==> config.mk <==
export PLATFORM = sky130hd
export DESIGN_NAME = mips_controller
export DESIGN_NICKNAME = d
export VERILOG_FILES = /design/src/rtl/mips_controller.sv
export SDC_FILE = /design/constraint.sdc
export NUM_CORES = 1
export LEC_CHECK = 0
export CAP_MARGIN = 10
export CORE_UTILIZATION = 33
export CTS_CLUSTER_DIAMETER = 50
export DETAILED_ROUTE_END_ITERATION = 16
export GPL_TIMING_DRIVEN = 0
export PLACE_DENSITY = 0.73
export RECOVER_POWER = 100
export SETUP_SLACK_MARGIN = 0.15
export SYNTH_ARGS = -nofsm -noshare
export SYNTH_HDL_FRONTEND = slang
export SYNTH_SLANG_ARGS = --single-unit
==> constraint.sdc <==
create_clock -name clk -period 1 [get_ports clk]
set_input_delay 0.1 -clock clk [delete_from_list [all_inputs] [get_ports clk]]
set_output_delay 0.1 -clock clk [all_outputs]
set_load 0.05 [all_outputs]
==> src/rtl/mips_controller.sv <==
// Multicycle main control FSM for the 8-bit MIPS datapath: byte-wide fetch,
// decode and per-opcode execute/memory/writeback sequencing, Moore-decoded controls.
module mips_controller (
    input  logic       clk,
    input  logic       reset_n,
    input  logic [5:0] op,
    input  logic       zero,
    output logic       memread,
    output logic       memwrite,
    output logic       alusrca,
    output logic [1:0] alusrcb,
    output logic [1:0] aluop,
    output logic [1:0] pcsource,
    output logic       pcen,
    output logic       iord,
    output logic [3:0] irwrite,
    output logic       regwrite,
    output logic       regdst,
    output logic       memtoreg
);

    localparam logic [5:0] OP_LB    = 6'b100000;
    localparam logic [5:0] OP_SB    = 6'b101000;
    localparam logic [5:0] OP_RTYPE = 6'b000000;
    localparam logic [5:0] OP_BEQ   = 6'b000100;
    localparam logic [5:0] OP_J     = 6'b000010;
    localparam logic [5:0] OP_ADDI  = 6'b001000;

    typedef enum logic [3:0] {
        FETCH1  = 4'd0,
        FETCH2  = 4'd1,
        FETCH3  = 4'd2,
        FETCH4  = 4'd3,
        DECODE  = 4'd4,
        MEMADR  = 4'd5,
        LBRD    = 4'd6,
        LBWR    = 4'd7,
        SBWR    = 4'd8,
        RTYPEEX = 4'd9,
        RTYPEWR = 4'd10,
        BEQEX   = 4'd11,
        JEX     = 4'd12,
        ADDIEX  = 4'd13,
        ADDIWR  = 4'd14
    } state_t;

    state_t state_q, state_d;
    logic   pcwrite_s;
    logic   pcwritecond_s;

    // State register; reset parks the machine in FETCH1
    always_ff @(posedge clk or negedge reset_n) begin
        if (!reset_n) begin
            state_q <= FETCH1;
        end else begin
            state_q <= state_d;
        end
    end

    // Next-state logic and Moore decode of the datapath controls
    always_comb begin
        state_d       = FETCH1;
        memread       = 1'b0;
        memwrite      = 1'b0;
        alusrca       = 1'b0;
        alusrcb       = 2'b00;
        aluop         = 2'b00;
        pcsource      = 2'b00;
        iord          = 1'b0;
        irwrite       = 4'b0000;
        regwrite      = 1'b0;
        regdst        = 1'b0;
        memtoreg      = 1'b0;
        pcwrite_s     = 1'b0;
        pcwritecond_s = 1'b0;
        case (state_q)
            FETCH1, FETCH2, FETCH3, FETCH4: begin
                memread   = 1'b1;
                alusrcb   = 2'b01;
                pcwrite_s = 1'b1;
                case (state_q)
                    FETCH1:  begin irwrite = 4'b0001; state_d = FETCH2; end
                    FETCH2:  begin irwrite = 4'b0010; state_d = FETCH3; end
                    FETCH3:  begin irwrite = 4'b0100; state_d = FETCH4; end
                    FETCH4:  begin irwrite = 4'b1000; state_d = DECODE; end
                    default: begin irwrite = 4'b0000; state_d = FETCH1; end
                endcase
            end
            DECODE: begin
                // Speculatively form the branch target into ALUOut
                alusrcb = 2'b11;
                case (op)
                    OP_LB, OP_SB: state_d = MEMADR;
                    OP_RTYPE:     state_d = RTYPEEX;
                    OP_BEQ:       state_d = BEQEX;
                    OP_J:         state_d = JEX;
                    OP_ADDI:      state_d = ADDIEX;
                    default:      state_d = FETCH1;
                endcase
            end
            MEMADR: begin
                alusrca = 1'b1;
                alusrcb = 2'b10;
                if (op == OP_LB) begin
                    state_d = LBRD;
                end else if (op == OP_SB) begin
                    state_d = SBWR;
                end else begin
                    state_d = FETCH1;
                end
            end
            LBRD: begin
                memread = 1'b1;
                iord    = 1'b1;
                state_d = LBWR;
            end
            LBWR: begin
                regwrite = 1'b1;
                memtoreg = 1'b1;
                state_d  = FETCH1;
            end
            SBWR: begin
                memwrite = 1'b1;
                iord     = 1'b1;
                state_d  = FETCH1;
            end
            RTYPEEX: begin
                alusrca = 1'b1;
                aluop   = 2'b10;
                state_d = RTYPEWR;
            end
            RTYPEWR: begin
                regwrite = 1'b1;
                regdst   = 1'b1;
                state_d  = FETCH1;
            end
            BEQEX: begin
                alusrca       = 1'b1;
                aluop         = 2'b01;
                pcsource      = 2'b01;
                pcwritecond_s = 1'b1;
                state_d       = FETCH1;
            end
            JEX: begin
                pcsource  = 2'b10;
                pcwrite_s = 1'b1;
                state_d   = FETCH1;
            end
            ADDIEX: begin
                alusrca = 1'b1;
                alusrcb = 2'b10;
                state_d = ADDIWR;
            end
            ADDIWR: begin
                regwrite = 1'b1;
                state_d  = FETCH1;
            end
            default: begin
                state_d = FETCH1;
            end
        endcase
    end

    // Branch resolution passes zero straight through, no register stage
    assign pcen = pcwrite_s | (pcwritecond_s & zero);

endmodule

==> impl_metrics.py, run 1 <==
metrics = {
    "synth": {
        "ys_warn_count": 0,
        "synth_top_family_by_area": "simple AND/OR/NAND/NOR gates",
        "synth_xor_area_share_pct": 1.82,
        "synth_compound_area_share_pct": 19.0,
        "synth.distinct_cells": 26,
        "synthAdderAreaFrac_pct": 0,
        "synth-simple-area-share_pct": 49.0,
        "seq_area_frac_synth_pct": 20.8,
        "synth_seq_cells": 4,
        "synthMuxAreaShare_pct": 0,
        "synth_area_um2": 480,
        "synth_cells": 67,
        "syn_nets": 76,
        "synth_area_per_cell_um2": 7.17,
    },
    "outcome": {
        "status": "stopped before the end",
        "haltStage": "5_1_grt",
        "error": "[ERROR DPL-0038] Utilization greater than 100%, impossible to legalize",
    },
    "timing": {
        "worst-ep-kind": "top-level output",
        "worst_endpoint": "pcen",
    },
    "placement": {
        "dp_hpwl_um": 1170,
        "portBuffers": 26,
        "routabilityCongestion": 0.762,
        "dpl_worst_slack_ps": -933,
    },
    "grt": {
        "grt_max_degree": 11,
    },
    "floorplan": {
        "die_w_um": 40.2,
        "std_cell_rows": 13,
        "top_level_ports": 27,
        "die_y_um": 40.2,
        "start_util_pct": 36.0,
    },
    "clock_tree": {
        "htreeDepth": 1,
        "cts_buffers": 3,
        "clk_path_buf_depth": 2,
        "hold_buffers": 0,
        "cts-root-buf": "clkbuf_4",
        "clock_sink_count": 4,
    },
}
## cells in the mapped netlist
library cell,n,area (um2)
nor2b_1,3,18.8
nor3_2,2,20.0
buf_4,5,37.5
nand4_1,2,12.5
a31oi_1,2,12.5
nor3_4,1,16.3
nor2_2,1,6.26
nor3_1,5,25.0
o22ai_1,1,6.26
nand3_1,3,15.0
dfrtp_1,4,100
nor2_1,12,45.0
inv_2,1,3.75
xnor2_1,1,8.76
a21o_1,1,7.51
and3_4,1,11.3
nand2_1,3,11.3
inv_1,1,3.75
a21boi_1,1,7.51
nor2b_2,1,8.76
a21oi_1,8,40.0
nand2b_1,4,25.0
o21ai_0,1,5.00
or2_1,1,6.26
nand2b_4,1,13.8
o211ai_2,1,12.5
## metrics by stage
step / std cells / area, um2
2_1_floorplan: 67 / 616
3_3_place_gp: 108 / 895
3_5_place_dp: 108 / 895
4_1_cts: 128 / 1140
## cell families after synthesis
kind of cell,count (synthesis)
compound gates,15
xor+xnor,1
buf+inv,7
flops,4
simple gates,40
## what timing repair did
action,4_1_cts
buffers inserted,14
setup endpoints to repair,22
resized for setup,148
pin swaps,6
gates cloned,2
==> run 2: changes to the inputs <==
- CORE_AREA: default -> 2 2 63 65
- CORE_UTILIZATION: 33 -> default
- CTS_CLUSTER_DIAMETER: 50 -> default
- DIE_AREA: default -> 0 0 65 67
- PLACE_DENSITY: 0.73 -> default
- PLACE_DENSITY_LB_ADDON: default -> 0.15
- SETUP_SLACK_MARGIN: 0.15 -> default
- clock period: 1 -> 1.3 ns (I/O delays scaled with it)
==> run 2 against run 1 <==
The flow now finishes, with violations (setup timing). Area after synthesis stayed put. Synthesized cell count stayed put.
==> impl_metrics.py, run 2 <==
metrics = {
    "worst_setup_path": {
        "r2r_start": "state_q[2]",
        "cp_max_fo": 7,
        "rr_endpoint": "state_q[2]",
        "crit_required_ps": 1170,
        "rrSetupSlack_ps": -50,
        "crit_type": "reg -> out",
        "crit_arrival_ps": 1350,
        "r2r_cells": 6,
        "endpoint_kind": "output port",
        "start_kind": "flop",
    },
    "floorplan": {
        "top_level_ports": 27,
        "dieArea_mm2": 0.00436,
        "std_cell_rows": 22,
        "die_y_um": 67,
        "coreArea_mm2": 0.00361,
        "die_w_um": 65,
        "start_util_pct": 13.3,
    },
    "clock_tree": {
        "clock_sink_count": 4,
        "cts_buffers": 3,
        "cts-root-buf": "clkbuf_8",
        "htreeDepth": 1,
        "clk_path_buf_depth": 2,
        "worstSkewPairLatency_ps": 220,
        "clk_pin_slew_ps": 30,
        "cts_tree": "built",
    },
    "timing": {
        "worst_slew_pin_slew_ps": 261,
        "setup_ws_ps": -176,
        "clock.fmax_ghz": 0.677,
        "timing.final.crit_share_pct": 114,
        "setup_viol": 19,
        "grt_setup_unrepaired": "yes",
        "period_minus_slack_ps": 1480,
        "slew_violations": 0,
        "slew_headroom_pct": 82.5,
        "hold_viol_final": 0,
        "skew_ps": 6.29,
    },
    "placement": {
        "portBuffers": 26,
        "dpl_worst_slack_ps": -659,
        "dp_hpwl_um": 1330,
        "routabilityCongestion": 0.740,
    },
    "synth": {
        "syn_nets": 76,
        "synth_cells": 67,
        "synth_top_area_share_pct": 20.8,
        "synth_seq_cells": 4,
        "ys.flop_type": "dfrtp_1",
        "synth_area_per_cell_um2": 7.17,
        "synth.distinct_cells": 26,
        "async_flop_share_pct": 100,
        "synth_edf_count": 0,
        "yosysMostFrequentCell": "nor2_1",
        "synth.area.top_cells": "dfrtp_1 21%, nor2_1 9.4%, a21oi_1 8.3%, buf_4 7.8%, nand2b_1 5.2%",
        "seq_area_frac_synth_pct": 20.8,
        "synth_common_cells": "12 x nor2_1, 8 x a21oi_1, 5 x buf_4, 5 x nor3_1",
        "synth_area_um2": 480,
        "yosys.area.top_type": "dfrtp_1",
        "ys_warn_count": 0,
    },
    "final_layout": {
        "drive_gt1_share_pct": 68.4,
        "largest_register_ff_count": 4,
        "nNetsFinal": 128,
        "regMostFlops": "state_q",
        "top_regs": "state_q x4",
        "syn_to_final_growth_pct": 154,
        "layout_common_cells": "19 x buf_6, 19 x buf_4, 7 x clkdlybuf4s50_1",
        "num_antenna_cells": 0,
    },
    "drt": {
        "vias": 655,
        "drt_iter0_drc": 6,
        "postRouteAntennaNets": 0,
        "drt-total-wl_um": 1890,
        "firstDrtPassIters": 4,
        "wl_per_cell_um": 11.4,
        "drc": 0,
        "avgViaCountPerCell": 3.97,
    },
    "power_and_ir_drop": {
        "power_switching_w": 0.00124,
        "intPower_w": 0.00133,
        "power_density_mw_per_mm2": 2110,
        "max-vdd-ir-drop_mv": 0.400,
        "combPwrFrac_pct": 81.9,
        "p_leak_nw": 0.500,
        "p_total_w": 0.00257,
        "seqPwrFrac_pct": 7.9,
        "clkPwrFrac_pct": 10.2,
        "switching_share_pct": 48.2,
    },
    "hold_path": {
        "hold_class": "in -> async",
    },
    "outcome": {
        "status": "complete, but fails checks",
        "violations": "setup timing",
    },
    "grt": {
        "grt_usage_pct": 8.95,
        "grt-ovfl-total": 0,
        "antenna_found_initial": 0,
        "grt_pass1_vias": 640,
        "grt_pass1_wl_um": 2990,
        "grt_max_degree": 10,
    },
    "flow_run": {
        "cap_violations": 0,
    },
}
-- run 2: cell counts after synthesis --
Identical to the previous run, type by type.
-- run 2: worst max-delay path, cell delays in order, from the launching register on --
cell      delay (ps)
dfrtp_1          400
buf_6            150
nand2b_4         170
nor2_1            90
a21oi_1           50
nor2_2           100
buf_6            160
-- run 2: logic make-up after synthesis --
group / Yosys count / share of synthesized area [%]
buffers and inverters: 7 / 9.37
xor gates and xnor gates: 1 / 1.82
AOI/OAI and AO/OA: 15 / 19.0
and+or+nand+nor: 40 / 49.0
DFF: 4 / 20.8
-- run 2: routing by layer --
metal	track usage, %	part of all wire, %	up-vias
li1	-	-	335
met1	10.5	43	301
met2	16.1	52	19
met3	1.18	4.3	0
met4	3.99	0	0
met5	0	0	-
-- run 2: worst max-delay path by stage --
| stage | startpoint | endpoint | slack [ps] | depth (start not counted) |
|---|---|---|---|---|
| floorplan | state_q[0] | state_q[2] | -210 | 5 |
| global placement | state_q[3] | regwrite | -660 | 4 |
| detailed placement | state_q[3] | regwrite | -660 | 4 |
| CTS | state_q[2] | iord | -170 | 6 |
| global route | state_q[2] | iord | -260 | 6 |
| finish | state_q[2] | iord | -180 | 6 |
-- run 2: area by class of cell --
cell class	instances	area, um2
Tap cell	48	60.1
Inverter	2	7.51
Sequential cell	4	101
Fill cell	378	2390
Timing Repair Buffer	47	472
Multi-Input combinational cell	56	472
Buffer	5	65.1
Clock buffer	3	41.3
-- run 2: metrics by stage --
step | util, % | setup TNS [ps] | instances | cell area, um2 | hold slack [ps]
5_1_grt | 33.8 | -3330 | 165 | 1220 | 186
6_report | 33.8 | -1960 | 165 | 1220 | 179
3_5_place_dp | 24.3 | -10320 | 141 | 875 | 346
2_1_floorplan | - | -1420 | 67 | 554 | -166
3_3_place_gp | 24.3 | -10400 | 141 | 875 | 338
4_1_cts | 31.4 | -1650 | 160 | 1130 | 119
-- run 2: power by group through the flow --
stage          Clock [W]  Sequential [W]  Combinational [W]
6_report        0.000262        0.000203            0.00211
5_1_grt         0.000282        0.000214            0.00222
4_1_cts         0.000264        0.000200            0.00193
3_5_place_dp           0        0.000198            0.00145
3_3_place_gp           0        0.000196            0.00146
2_1_floorplan          0        0.000191            0.00106
-- run 2: what timing repair did --
action                     CTS  global route
resized for setup          144            13
cloned                       0             0
setup buffers               16             5
pin swaps                    4             9
hold buffers                 0             0
setup endpoints to repair   18            20
No activity file was read; power rests on OpenSTA's default activity.
